[config.mk]
export PLATFORM = sky130hd
export DESIGN_NAME = atm_host_responder
export DESIGN_NICKNAME = d
export VERILOG_FILES = /design/src/rtl/atm_host_responder.sv
export SDC_FILE = /design/constraint.sdc
export NUM_CORES = 1
export LEC_CHECK = 0
export CORE_ASPECT_RATIO = 0.9
export CORE_MARGIN = 2
export CORE_UTILIZATION = 48
export DETAILED_ROUTE_END_ITERATION = 7
export PLACE_DENSITY = 0.76
export SETUP_SLACK_MARGIN = 0.05
export SYNTH_ARGS = -nofsm -noshare
export SYNTH_HDL_FRONTEND = slang
export SYNTH_SLANG_ARGS = --single-unit
[constraint.sdc]
create_clock -name clk -period 2.23 [get_ports clk]
set_input_delay 0.3345 -clock clk [delete_from_list [all_inputs] [get_ports clk]]
set_output_delay 0.3345 -clock clk [all_outputs]
set_load 0.03 [all_outputs]
[src/rtl/atm_host_responder.sv]
// Bank-side responder for the ATM front-end: PIN verification with lockout,
// balance keeping and withdrawal verdicts for the menu/withdrawal FSMs.
module atm_host_responder #(
  parameter logic [15:0]      PIN_CODE     = 16'h1926,
  parameter int unsigned      BAL_W        = 16,
  parameter logic [BAL_W-1:0] INIT_BALANCE = BAL_W'(1000),
  parameter int unsigned      MAX_TRIES    = 3,
  parameter logic [BAL_W-1:0] AMT_1        = BAL_W'(100),
  parameter logic [BAL_W-1:0] AMT_2        = BAL_W'(200),
  parameter logic [BAL_W-1:0] AMT_3        = BAL_W'(500),
  parameter logic [BAL_W-1:0] AMT_4        = BAL_W'(1000),
  parameter logic [BAL_W-1:0] AMT_5        = BAL_W'(2000)
) (
  input  logic             clk,
  input  logic             reset,
  input  logic             tarjeta,
  input  logic             digit_valid,
  input  logic [3:0]       digit,
  input  logic             opcion_valid,
  input  logic [4:0]       opcion,
  output logic             acceso,
  output logic             pin_error,
  output logic             bloqueado,
  output logic             valido,
  output logic             invalido,
  output logic [BAL_W-1:0] monto,
  output logic [BAL_W-1:0] saldo
);

  localparam int unsigned TRY_W  = 3;
  localparam int unsigned DCNT_W = 2;

  typedef enum logic [2:0] {
    S_IDLE,
    S_PIN,
    S_CHECK,
    S_AUTH,
    S_WD
  } state_t;

  state_t              state;
  logic [15:0]         pin_reg;
  logic [DCNT_W-1:0]   digit_cnt;
  logic [TRY_W-1:0]    try_cnt;
  logic [TRY_W-1:0]    try_next;
  logic [BAL_W-1:0]    amount;
  logic [BAL_W-1:0]    sel_amount;
  logic                opcion_ok;

  // Decode the one-hot withdrawal option; anything else is rejected
  always_comb begin
    sel_amount = '0;
    opcion_ok  = 1'b0;
    case (opcion)
      5'b00001: begin sel_amount = AMT_1; opcion_ok = 1'b1; end
      5'b00010: begin sel_amount = AMT_2; opcion_ok = 1'b1; end
      5'b00100: begin sel_amount = AMT_3; opcion_ok = 1'b1; end
      5'b01000: begin sel_amount = AMT_4; opcion_ok = 1'b1; end
      5'b10000: begin sel_amount = AMT_5; opcion_ok = 1'b1; end
      default:  begin sel_amount = '0;    opcion_ok = 1'b0; end
    endcase
  end

  assign try_next = try_cnt + TRY_W'(1);

  always_ff @(posedge clk) begin
    if (!reset) begin
      state     <= S_IDLE;
      pin_reg   <= '0;
      digit_cnt <= '0;
      try_cnt   <= '0;
      amount    <= '0;
      saldo     <= INIT_BALANCE;
      acceso    <= 1'b0;
      pin_error <= 1'b0;
      bloqueado <= 1'b0;
      valido    <= 1'b0;
      invalido  <= 1'b0;
      monto     <= '0;
    end else begin
      pin_error <= 1'b0;
      valido    <= 1'b0;
      invalido  <= 1'b0;
      monto     <= '0;
      case (state)
        S_IDLE: begin
          if (tarjeta && !bloqueado) begin
            state     <= S_PIN;
            digit_cnt <= '0;
          end
        end
        S_PIN: begin
          if (!tarjeta) begin
            state     <= S_IDLE;
            digit_cnt <= '0;
          end else if (digit_valid) begin
            pin_reg   <= {pin_reg[11:0], digit};
            digit_cnt <= digit_cnt + DCNT_W'(1);
            if (digit_cnt == DCNT_W'(3)) state <= S_CHECK;
          end
        end
        // A card pulled during the compare abandons the attempt uncounted
        S_CHECK: begin
          if (!tarjeta) begin
            state     <= S_IDLE;
            digit_cnt <= '0;
          end else if (pin_reg == PIN_CODE) begin
            try_cnt <= '0;
            acceso  <= 1'b1;
            state   <= S_AUTH;
          end else begin
            pin_error <= 1'b1;
            try_cnt   <= try_next;
            digit_cnt <= '0;
            if (try_next == TRY_W'(MAX_TRIES)) begin
              bloqueado <= 1'b1;
              state     <= S_IDLE;
            end else begin
              state <= S_PIN;
            end
          end
        end
        S_AUTH: begin
          if (!tarjeta) begin
            state     <= S_IDLE;
            acceso    <= 1'b0;
            digit_cnt <= '0;
          end else if (opcion_valid) begin
            if (opcion_ok) begin
              amount <= sel_amount;
              state  <= S_WD;
            end else begin
              invalido <= 1'b1;
            end
          end
        end
        // The verdict always completes, even if the card leaves this cycle
        S_WD: begin
          if (amount <= saldo) begin
            saldo  <= saldo - amount;
            valido <= 1'b1;
            monto  <= amount;
          end else begin
            invalido <= 1'b1;
          end
          if (!tarjeta) begin
            state     <= S_IDLE;
            acceso    <= 1'b0;
            digit_cnt <= '0;
          end else begin
            state <= S_AUTH;
          end
        end
        default: begin
          state <= S_IDLE;
        end
      endcase
    end
  end

endmodule

==> flow_summary.html, run 1 <==
<table>
<tr><th>Metric</th><th>Value</th></tr>
<tr><th colspan="2">Floorplanning</th></tr>
<tr><td>DIE HEIGHT</td><td>80.2 um</td></tr>
<tr><td>Starting utilization of the core area</td><td>0.500</td></tr>
<tr><td>Die ar.</td><td>roughly 0.007 mm^2</td></tr>
<tr><td>Placeable core region</td><td>between 0.006 and 0.007 mm^2</td></tr>
<tr><td>Number of I/O pins</td><td>51</td></tr>
<tr><td>Standard-cell rows</td><td>27</td></tr>
<tr><td>X dimension of the die</td><td>around 90 um</td></tr>
<tr><th colspan="2">Clocking</th></tr>
<tr><td>Clock edge transition at the registers on the reported setup and hold paths</td><td>~0.070 ns</td></tr>
<tr><td>Clock latency of the later-clocked register in the worst-skew pair</td><td>0.34 ns</td></tr>
<tr><td>Number of H-tree branching levels</td><td>3</td></tr>
<tr><td>TritonCTS clock tree</td><td>yes</td></tr>
<tr><td>Clock tree root driver cell</td><td>sky130_fd_sc_hd__clkbuf_8</td></tr>
<tr><td>CTS sink count</td><td>61</td></tr>
<tr><td>Maximum number of buffers from clock root to sink</td><td>2</td></tr>
<tr><td>Number of buffers inserted during clock tree synthesis</td><td>9</td></tr>
<tr><th colspan="2">Synth</th></tr>
<tr><td>Yosys warns</td><td>0</td></tr>
<tr><td>Synth Cell Area</td><td>~0.0031 mm^2</td></tr>
<tr><td>Number of enable flip-flop cells after synthesis</td><td>0</td></tr>
<tr><td>Count of different cell masters after synthesis</td><td>56</td></tr>
<tr><td>Syn Inst Count</td><td>380</td></tr>
<tr><td>Flip-flop cell with the highest count after synthesis</td><td>sky130_fd_sc_hd__dfxtp_1</td></tr>
<tr><td>Sequential area share after synthesis</td><td>0.395</td></tr>
<tr><td>Synthesized area divided by synthesized cell count</td><td>8.14 um^2</td></tr>
<tr><td>Flip-flop and latch count after synthesis</td><td>about 60</td></tr>
<tr><td>Async SR Flop Fraction</td><td>0</td></tr>
<tr><th colspan="2">STA</th></tr>
<tr><td>Total negative setup slack</td><td>-0.00887 ns</td></tr>
<tr><td>Min Tclk post-route</td><td>~2.2 ns</td></tr>
<tr><td>Unrepaired setup endpoints after global routing</td><td>yes</td></tr>
<tr><td>Final Skew</td><td>approximately 0.0052 ns</td></tr>
<tr><td>Total count of hold-check failures in the final report</td><td>0</td></tr>
<tr><td>Highest attainable clock frequency</td><td>around 450 MHz</td></tr>
<tr><td>Number of endpoints failing setup at the final stage</td><td>1</td></tr>
<tr><td>Final count of pins violating max slew</td><td>0</td></tr>
<tr><td>Final worst-path cycle share</td><td>1.00</td></tr>
<tr><td>Crit path setup slack, layout</td><td>-0.00887 ns</td></tr>
<tr><th colspan="2">Drt</th></tr>
<tr><td>Number of vias in the routed layout</td><td>around 2800</td></tr>
<tr><td>Count of nets left with antenna violations after detail routing</td><td>0</td></tr>
<tr><td>Number of DRC markers in iteration 0</td><td>~120</td></tr>
<tr><td>Vias per std cell</td><td>between 5 and 6</td></tr>
<tr><td>Total detailed-routing wirelength</td><td>7550 um</td></tr>
<tr><td>Avg WL per Cell</td><td>~14 um</td></tr>
<tr><td>Final routed DRC violation total</td><td>0</td></tr>
<tr><td>First-pass iteration count of the detailed router</td><td>4</td></tr>
<tr><th colspan="2">Run</th></tr>
<tr><td>Maxcap violations</td><td>0</td></tr>
<tr><th colspan="2">Final layout</th></tr>
<tr><td>Fraction of final layout cells with drive strength greater than 1</td><td>0.172</td></tr>
<tr><td>Filler cell count in the final layout</td><td>a little under 500</td></tr>
<tr><td>Footprint of the flip-flops and latches</td><td>0.00123 mm^2</td></tr>
<tr><td>Layout Utilization</td><td>0.674</td></tr>
<tr><td>Number of antenna repair diodes</td><td>0</td></tr>
<tr><td>Largest register FFs</td><td>16</td></tr>
<tr><td>Multi-input gate area in the final layout</td><td>about 0.0019 mm^2</td></tr>
<tr><td>Layout-stage area growth over the synthesis result</td><td>34.7%</td></tr>
<tr><td>Net count of the finished layout</td><td>about 470</td></tr>
<tr><td>Number of cells in the finished layout apart from fillers</td><td>530</td></tr>
<tr><th colspan="2">Power</th></tr>
<tr><td>Cell area power density</td><td>approximately 540 mW/mm^2</td></tr>
<tr><td>Overall power consumption</td><td>about 2200 uW</td></tr>
<tr><td>Worst IR Drop VDD</td><td>~0.28 mV</td></tr>
<tr><td>P_leak</td><td>roughly 0.0015 uW</td></tr>
<tr><th colspan="2">Placement</th></tr>
<tr><td>Final weighted congestion of routability-driven global placement</td><td>around 0.9</td></tr>
<tr><td>Port-buffer cells</td><td>41</td></tr>
<tr><td>Hpwl dp</td><td>4810 um</td></tr>
<tr><td>Instance count after placement with tap cells included</td><td>roughly 510</td></tr>
<tr><th colspan="2">Global route</th></tr>
<tr><td>Number of antenna violations at the first check in global routing</td><td>0</td></tr>
<tr><td>All-layer global routing usage</td><td>0.200</td></tr>
<tr><td>Maximum number of pins on one net before global-route repair</td><td>48</td></tr>
<tr><td>First-pass GRT wire length</td><td>~11000 um</td></tr>
<tr><td>Vias in the first global route</td><td>roughly 2500</td></tr>
<tr><td>Sum of overflow across all layers after global routing</td><td>0</td></tr>
<tr><th colspan="2">Run status</th></tr>
<tr><td>Failing checks</td><td>negative setup slack</td></tr>
<tr><td>Status</td><td>complete, but fails checks</td></tr>
<tr><th colspan="2">Setup path</th></tr>
<tr><td>Class of the most critical setup path</td><td>reg2reg</td></tr>
<tr><td>Crit path required time</td><td>about 2.5 ns</td></tr>
<tr><td>Largest incremental delay on the critical path</td><td>0.37 ns</td></tr>
<tr><td>Sort of element at the start of the critical path</td><td>flop</td></tr>
<tr><td>Cell Chain, Critical Path</td><td>inv_2 &gt; ha_4 &gt; fa_2 &gt; nor2b_2 &gt; o21bai_2 &gt; a21bo_2 &gt; a21boi_4 &gt; clkbuf_16 &gt; nor2_1 &gt; a211oi_1</td></tr>
<tr><td>Maximum net fanout on the critical path</td><td>4</td></tr>
<tr><td>Setup crit end kind</td><td>flop</td></tr>
<tr><td>Worst-path cell with the longest stage delay</td><td>sky130_fd_sc_hd__dfxtp_4</td></tr>
<tr><td>Worst EP arrival</td><td>around 2.5 ns</td></tr>
<tr><th colspan="2">Worst hold path</th></tr>
<tr><td>Worst min path class</td><td>reg2reg</td></tr>
</table>
-- through the flow --
step	hold WS (ns)	setup WS, ns	area, um^2
3_3_place_gp	0.438	0.0364	3740
6_report	0.451	-0.00887	4170
3_5_place_dp	0.445	-0.0306	3740
2_1_floorplan	0.432	0.0886	3160
5_1_grt	0.488	-0.0619	4170
4_1_cts	0.455	0.0582	3930
-- kinds of logic after synthesis --
logic type,share of synthesized area
and+or+nand+nor,0.263
AOI/OAI and AO/OA,0.149
DFF,0.395
buffers and inverters,0.0696
adders and majority gates,0.0550
xor gates and xnor gates,0.0368
muxes,0.0307
other,0.00121
-- final cells by class --
cell class                 instances  area share
multi-input combinational        281       0.450
sequential                        61       0.295
timing repair buffer              68       0.168
clock buffer                      10      0.0306
tap                               87      0.0261
inverter                          17      0.0153
clock inverter                     6      0.0150
-- worst max-delay path: cells and delay by family (launching register included) --
kind | cells | cell delay (ns)
adders and majority gates | 2 | 0.49
AOI/OAI and AO/OA | 4 | 0.85
DFF | 1 | 0.37
and+or+nand+nor | 2 | 0.18
buffers and inverters | 2 | 0.25
-- report_power, final --
part	leakage [uW]	switching [uW]	internal, uW
clock	0.0000966	462	515
combinational	0.000940	97.1	68.4
sequential	0.000492	8.93	1090
total	0.00153	568	1680
-- synth_stat cells, types with 2 or more instances --
cell type | number | area share
sky130_fd_sc_hd__a211oi_1 | 2 | 0.0049
sky130_fd_sc_hd__a21oi_1 | 34 | 0.055
sky130_fd_sc_hd__a31o_2 | 2 | 0.0057
sky130_fd_sc_hd__and2_1 | 4 | 0.0081
sky130_fd_sc_hd__and3_1 | 2 | 0.0040
sky130_fd_sc_hd__buf_2 | 4 | 0.0065
sky130_fd_sc_hd__buf_4 | 10 | 0.024
sky130_fd_sc_hd__clkbuf_1 | 14 | 0.017
sky130_fd_sc_hd__dfxtp_1 | 61 | 0.39
sky130_fd_sc_hd__ha_1 | 12 | 0.049
sky130_fd_sc_hd__inv_1 | 17 | 0.021
sky130_fd_sc_hd__mux2i_1 | 8 | 0.026
sky130_fd_sc_hd__nand2_1 | 50 | 0.061
sky130_fd_sc_hd__nand2b_1 | 12 | 0.024
sky130_fd_sc_hd__nand3_1 | 7 | 0.011
sky130_fd_sc_hd__nand4_1 | 4 | 0.0081
sky130_fd_sc_hd__nand4b_1 | 2 | 0.0057
sky130_fd_sc_hd__nor2_1 | 37 | 0.045
sky130_fd_sc_hd__nor2_2 | 2 | 0.0040
sky130_fd_sc_hd__nor2b_1 | 8 | 0.016
sky130_fd_sc_hd__nor3_1 | 19 | 0.031
sky130_fd_sc_hd__nor4_1 | 5 | 0.010
sky130_fd_sc_hd__o211ai_1 | 4 | 0.0097
sky130_fd_sc_hd__o21a_1 | 5 | 0.012
sky130_fd_sc_hd__o21ai_0 | 9 | 0.015
sky130_fd_sc_hd__o22ai_1 | 2 | 0.0040
sky130_fd_sc_hd__o31ai_1 | 3 | 0.0073
sky130_fd_sc_hd__or3b_1 | 2 | 0.0057
sky130_fd_sc_hd__xnor2_1 | 8 | 0.023
sky130_fd_sc_hd__xor2_1 | 5 | 0.014
-- path summary, 6_finish.rpt --
| path | start | end | slack [ns] | cells past startpoint |
|---|---|---|---|---|
| max | saldo[2] | saldo[2] | -0.009 | 10 |
| min | pin_reg[14] | pin_reg[14] | 0.45 | 2 |
| max reg2reg | saldo[2] | saldo[2] | -0.009 | 10 |
| min reg2reg | pin_reg[14] | pin_reg[14] | 0.45 | 2 |
-- per-layer routing --
layer / vias up / part of all wire / wire length [um] / GRT usage
li1: 1398 / - / - / -
met1: 1324 / 0.47 / 3550 / 0.274
met2: 87 / 0.47 / 3530 / 0.315
met3: 9 / 0.050 / 377 / 0.0298
met4: 0 / 0.012 / 90 / 0.0773
met5: - / 0 / 0 / 0
-- timing repair --
item | in CTS | in global routing
cloned | 0 | 2
setup endpoints to repair | 1 | 16
resized for setup | 1 | 23
hold buffers | 0 | 0
buffers inserted | 0 | 3
pin swaps | 0 | 4
-- placed cells by master, fill, tap and decap left out, types with 5 or more instances in the layout --
master and count:
sky130_fd_sc_hd__nand3_1 7, sky130_fd_sc_hd__nor2b_1 7, sky130_fd_sc_hd__nand2b_1 9, sky130_fd_sc_hd__mux2i_1 7, sky130_fd_sc_hd__clkbuf_8 9, sky130_fd_sc_hd__a21oi_1 34, sky130_fd_sc_hd__clkdlybuf4s50_1 41, sky130_fd_sc_hd__o21a_1 5
sky130_fd_sc_hd__conb_1 9, sky130_fd_sc_hd__xnor2_1 8, sky130_fd_sc_hd__nor3_1 18, sky130_fd_sc_hd__nand2_1 50, sky130_fd_sc_hd__xor2_1 5, sky130_fd_sc_hd__o21ai_0 9, sky130_fd_sc_hd__ha_4 8, sky130_fd_sc_hd__dfxtp_1 56
sky130_fd_sc_hd__nor2_1 37, sky130_fd_sc_hd__inv_1 16, sky130_fd_sc_hd__buf_4 21
Power figures use the tool's default switching activity.
==> inputs of run 2 (changes only) <==
- SLEW_MARGIN: unset -> 5
==> results of run 2 <==
No change in the layout: final DEF, timing and power equal those of run 1.
==> inputs of run 3 (changes only) <==
- CTS_BUF_LIST: unset -> sky130_fd_sc_hd__clkbuf_4 sky130_fd_sc_hd__clkbuf_8 sky130_fd_sc_hd__clkbuf_16
==> flow_summary.html, run 3 (synthesis gave the netlist of run 1 again) <==
<table>
<tr><th>Metric</th><th>Value</th></tr>
<tr><th colspan="2">Run status</th></tr>
<tr><td>Status</td><td>complete, no violations</td></tr>
<tr><th colspan="2">Floorplanning</th></tr>
<tr><td>X dimension of the die</td><td>approximately 90 um</td></tr>
<tr><td>Placeable core region</td><td>0.00618 mm^2</td></tr>
<tr><td>Standard-cell rows</td><td>27</td></tr>
<tr><td>Die ar.</td><td>0.00710 mm^2</td></tr>
<tr><td>DIE HEIGHT</td><td>about 80 um</td></tr>
<tr><td>Starting utilization of the core area</td><td>0.500</td></tr>
<tr><td>Number of I/O pins</td><td>a little over 50</td></tr>
<tr><th colspan="2">Setup path</th></tr>
<tr><td>Class of the most critical setup path</td><td>reg2reg</td></tr>
<tr><td>Crit path required time</td><td>2.43 ns</td></tr>
<tr><td>Setup crit end kind</td><td>flop</td></tr>
<tr><td>Sort of element at the start of the critical path</td><td>flop</td></tr>
<tr><td>Worst EP arrival</td><td>between 2 and 2.5 ns</td></tr>
<tr><td>Maximum net fanout on the critical path</td><td>4</td></tr>
<tr><th colspan="2">Clocking</th></tr>
<tr><td>CTS hold repair buffers</td><td>0</td></tr>
<tr><td>Number of buffers inserted during clock tree synthesis</td><td>9</td></tr>
<tr><td>Clock edge transition at the registers on the reported setup and hold paths</td><td>approximately 0.07 ns</td></tr>
<tr><td>Clock latency of the later-clocked register in the worst-skew pair</td><td>~0.34 ns</td></tr>
<tr><td>Maximum number of buffers from clock root to sink</td><td>2</td></tr>
<tr><td>TritonCTS clock tree</td><td>yes</td></tr>
<tr><td>Number of H-tree branching levels</td><td>3</td></tr>
<tr><td>Clock tree root driver cell</td><td>sky130_fd_sc_hd__clkbuf_8</td></tr>
<tr><td>CTS sink count</td><td>61</td></tr>
<tr><th colspan="2">Global route</th></tr>
<tr><td>Number of antenna violations at the first check in global routing</td><td>0</td></tr>
<tr><td>Vias in the first global route</td><td>around 2500</td></tr>
<tr><td>Sum of overflow across all layers after global routing</td><td>0</td></tr>
<tr><td>First-pass GRT wire length</td><td>11100 um</td></tr>
<tr><td>Maximum number of pins on one net before global-route repair</td><td>between 40 and 50</td></tr>
<tr><td>All-layer global routing usage</td><td>0.200</td></tr>
<tr><th colspan="2">STA</th></tr>
<tr><td>Final count of pins violating max slew</td><td>0</td></tr>
<tr><td>Crit path setup slack, layout</td><td>between 0.02 and 0.03 ns</td></tr>
<tr><td>Unrepaired setup endpoints after global routing</td><td>yes</td></tr>
<tr><td>Number of endpoints failing setup at the final stage</td><td>0</td></tr>
<tr><td>Final Skew</td><td>0.00523 ns</td></tr>
<tr><td>Total count of hold-check failures in the final report</td><td>0</td></tr>
<tr><td>Highest attainable clock frequency</td><td>roughly 450 MHz</td></tr>
<tr><td>Min Tclk post-route</td><td>2.20 ns</td></tr>
<tr><td>Hold Worst Slack</td><td>~0.45 ns</td></tr>
<tr><td>Final worst-path cycle share</td><td>0.988</td></tr>
<tr><th colspan="2">Drt</th></tr>
<tr><td>Total detailed-routing wirelength</td><td>between 7000 and 8000 um</td></tr>
<tr><td>Number of vias in the routed layout</td><td>about 2800</td></tr>
<tr><td>Vias per std cell</td><td>approximately 5.2</td></tr>
<tr><td>Number of DRC markers in iteration 0</td><td>92</td></tr>
<tr><td>Avg WL per Cell</td><td>13.8 um</td></tr>
<tr><td>Count of nets left with antenna violations after detail routing</td><td>0</td></tr>
<tr><td>Final routed DRC violation total</td><td>0</td></tr>
<tr><td>First-pass iteration count of the detailed router</td><td>4</td></tr>
<tr><th colspan="2">Power</th></tr>
<tr><td>P_leak</td><td>0.00152 uW</td></tr>
<tr><td>Worst IR Drop VDD</td><td>between 0.2 and 0.3 mV</td></tr>
<tr><td>Cell area power density</td><td>roughly 540 mW/mm^2</td></tr>
<tr><th colspan="2">Placement</th></tr>
<tr><td>Dpl ws</td><td>-0.0306 ns</td></tr>
<tr><td>Port-buffer cells</td><td>41</td></tr>
<tr><td>Final weighted congestion of routability-driven global placement</td><td>around 0.89</td></tr>
<tr><td>Instance count after placement with tap cells included</td><td>approximately 510</td></tr>
<tr><td>Total cell area at the placement stage</td><td>roughly 0.0037 mm^2</td></tr>
<tr><td>Hpwl dp</td><td>about 4800 um</td></tr>
<tr><th colspan="2">Final layout</th></tr>
<tr><td>Layout-stage area growth over the synthesis result</td><td>33.3%</td></tr>
<tr><td>Number of antenna repair diodes</td><td>0</td></tr>
<tr><td>Number of cells in the finished layout apart from fillers</td><td>between 500 and 600</td></tr>
<tr><td>Largest register FFs</td><td>16</td></tr>
<tr><td>Design area</td><td>roughly 0.004 mm^2</td></tr>
<tr><td>Net count of the finished layout</td><td>~460</td></tr>
<tr><td>Commonest cells after routing, fill and taps aside</td><td>sky130_fd_sc_hd__dfxtp_1 (58), sky130_fd_sc_hd__nand2_1 (50), sky130_fd_sc_hd__clkdlybuf4s50_1 (41), sky130_fd_sc_hd__nor2_1 (37), sky130_fd_sc_hd__a21oi_1 (34)</td></tr>
<tr><td>Fraction of final layout cells with drive strength greater than 1</td><td>0.161</td></tr>
<tr><td>Most frequent standard cell in the layout excluding fill and tap cells</td><td>sky130_fd_sc_hd__dfxtp_1</td></tr>
<tr><th colspan="2">Run</th></tr>
<tr><td>Maxcap violations</td><td>0</td></tr>
<tr><th colspan="2">Worst hold path</th></tr>
<tr><td>Worst min path class</td><td>reg2reg</td></tr>
</table>
==> run 3: metrics by stage <==
| step | TNS [ns] | total power [uW] | utilization |
|---|---|---|---|
| 2_1_floorplan | 0 | 1240 | - |
| 3_3_place_gp | 0 | 1290 | 0.605 |
| 3_5_place_dp | -0.0946 | 1290 | 0.605 |
| 4_1_cts | 0 | 2250 | 0.637 |
| 5_1_grt | -0.344 | 2300 | 0.667 |
| 6_report | 0 | 2240 | 0.667 |
==> run 3: metal layers <==
layer,GRT usage,vias to the layer above,routed length (um)
met3,0.0298,6,358
met5,0,-,0
li1,-,1396,-
met1,0.274,1275,3470
met4,0.0773,0,57
met2,0.315,96,3410
==> run 3: what timing repair did <==
action                                 4_1_cts  5_1_grt
cloned                                       0        2
endpoints found under the hold margin        0        0
pin swaps                                    0        6
setup buffers                                0        2
setup endpoints to repair                    1       16
gates resized for setup                      1       18
==> run 3: layout make-up <==
type,instances,area [um^2]
Sequential cell,61,1230
Tap cell,87,109
Timing Repair Buffer,67,691
Multi-Input combinational cell,281,1840
Clock buffer,10,131
Inverter,17,63.8
Clock inverter,6,62.6
Fill cell,502,2060
==> run 3: power breakdown <==
| part | leakage (uW) | switching, uW | internal (uW) |
|---|---|---|---|
| combinational | 0.000930 | 96.8 | 68.4 |
| sequential | 0.000493 | 8.95 | 1090 |
| clock | 0.000100 | 448 | 527 |
| total | 0.00152 | 554 | 1690 |
==> run 3: final timing paths <==
check         startpoint          end  slack (ns)  depth (start not counted)
max             saldo[2]     saldo[9]        0.03                         10
min          pin_reg[14]  pin_reg[14]        0.45                          2
max reg2reg     saldo[2]     saldo[9]        0.03                         10
min reg2reg  pin_reg[14]  pin_reg[14]        0.45                          2
==> run 3: critical path, stage by stage, from the launching register on <==
cell,delay (ns)
sky130_fd_sc_hd__dfxtp_4,0.36
sky130_fd_sc_hd__inv_2,0.05
sky130_fd_sc_hd__ha_4,0.15
sky130_fd_sc_hd__fa_2,0.34
sky130_fd_sc_hd__nor2b_2,0.15
sky130_fd_sc_hd__o21bai_2,0.09
sky130_fd_sc_hd__a21bo_2,0.23
sky130_fd_sc_hd__a21boi_4,0.27
sky130_fd_sc_hd__clkbuf_16,0.20
sky130_fd_sc_hd__nand2b_1,0.11
sky130_fd_sc_hd__o211ai_1,0.11
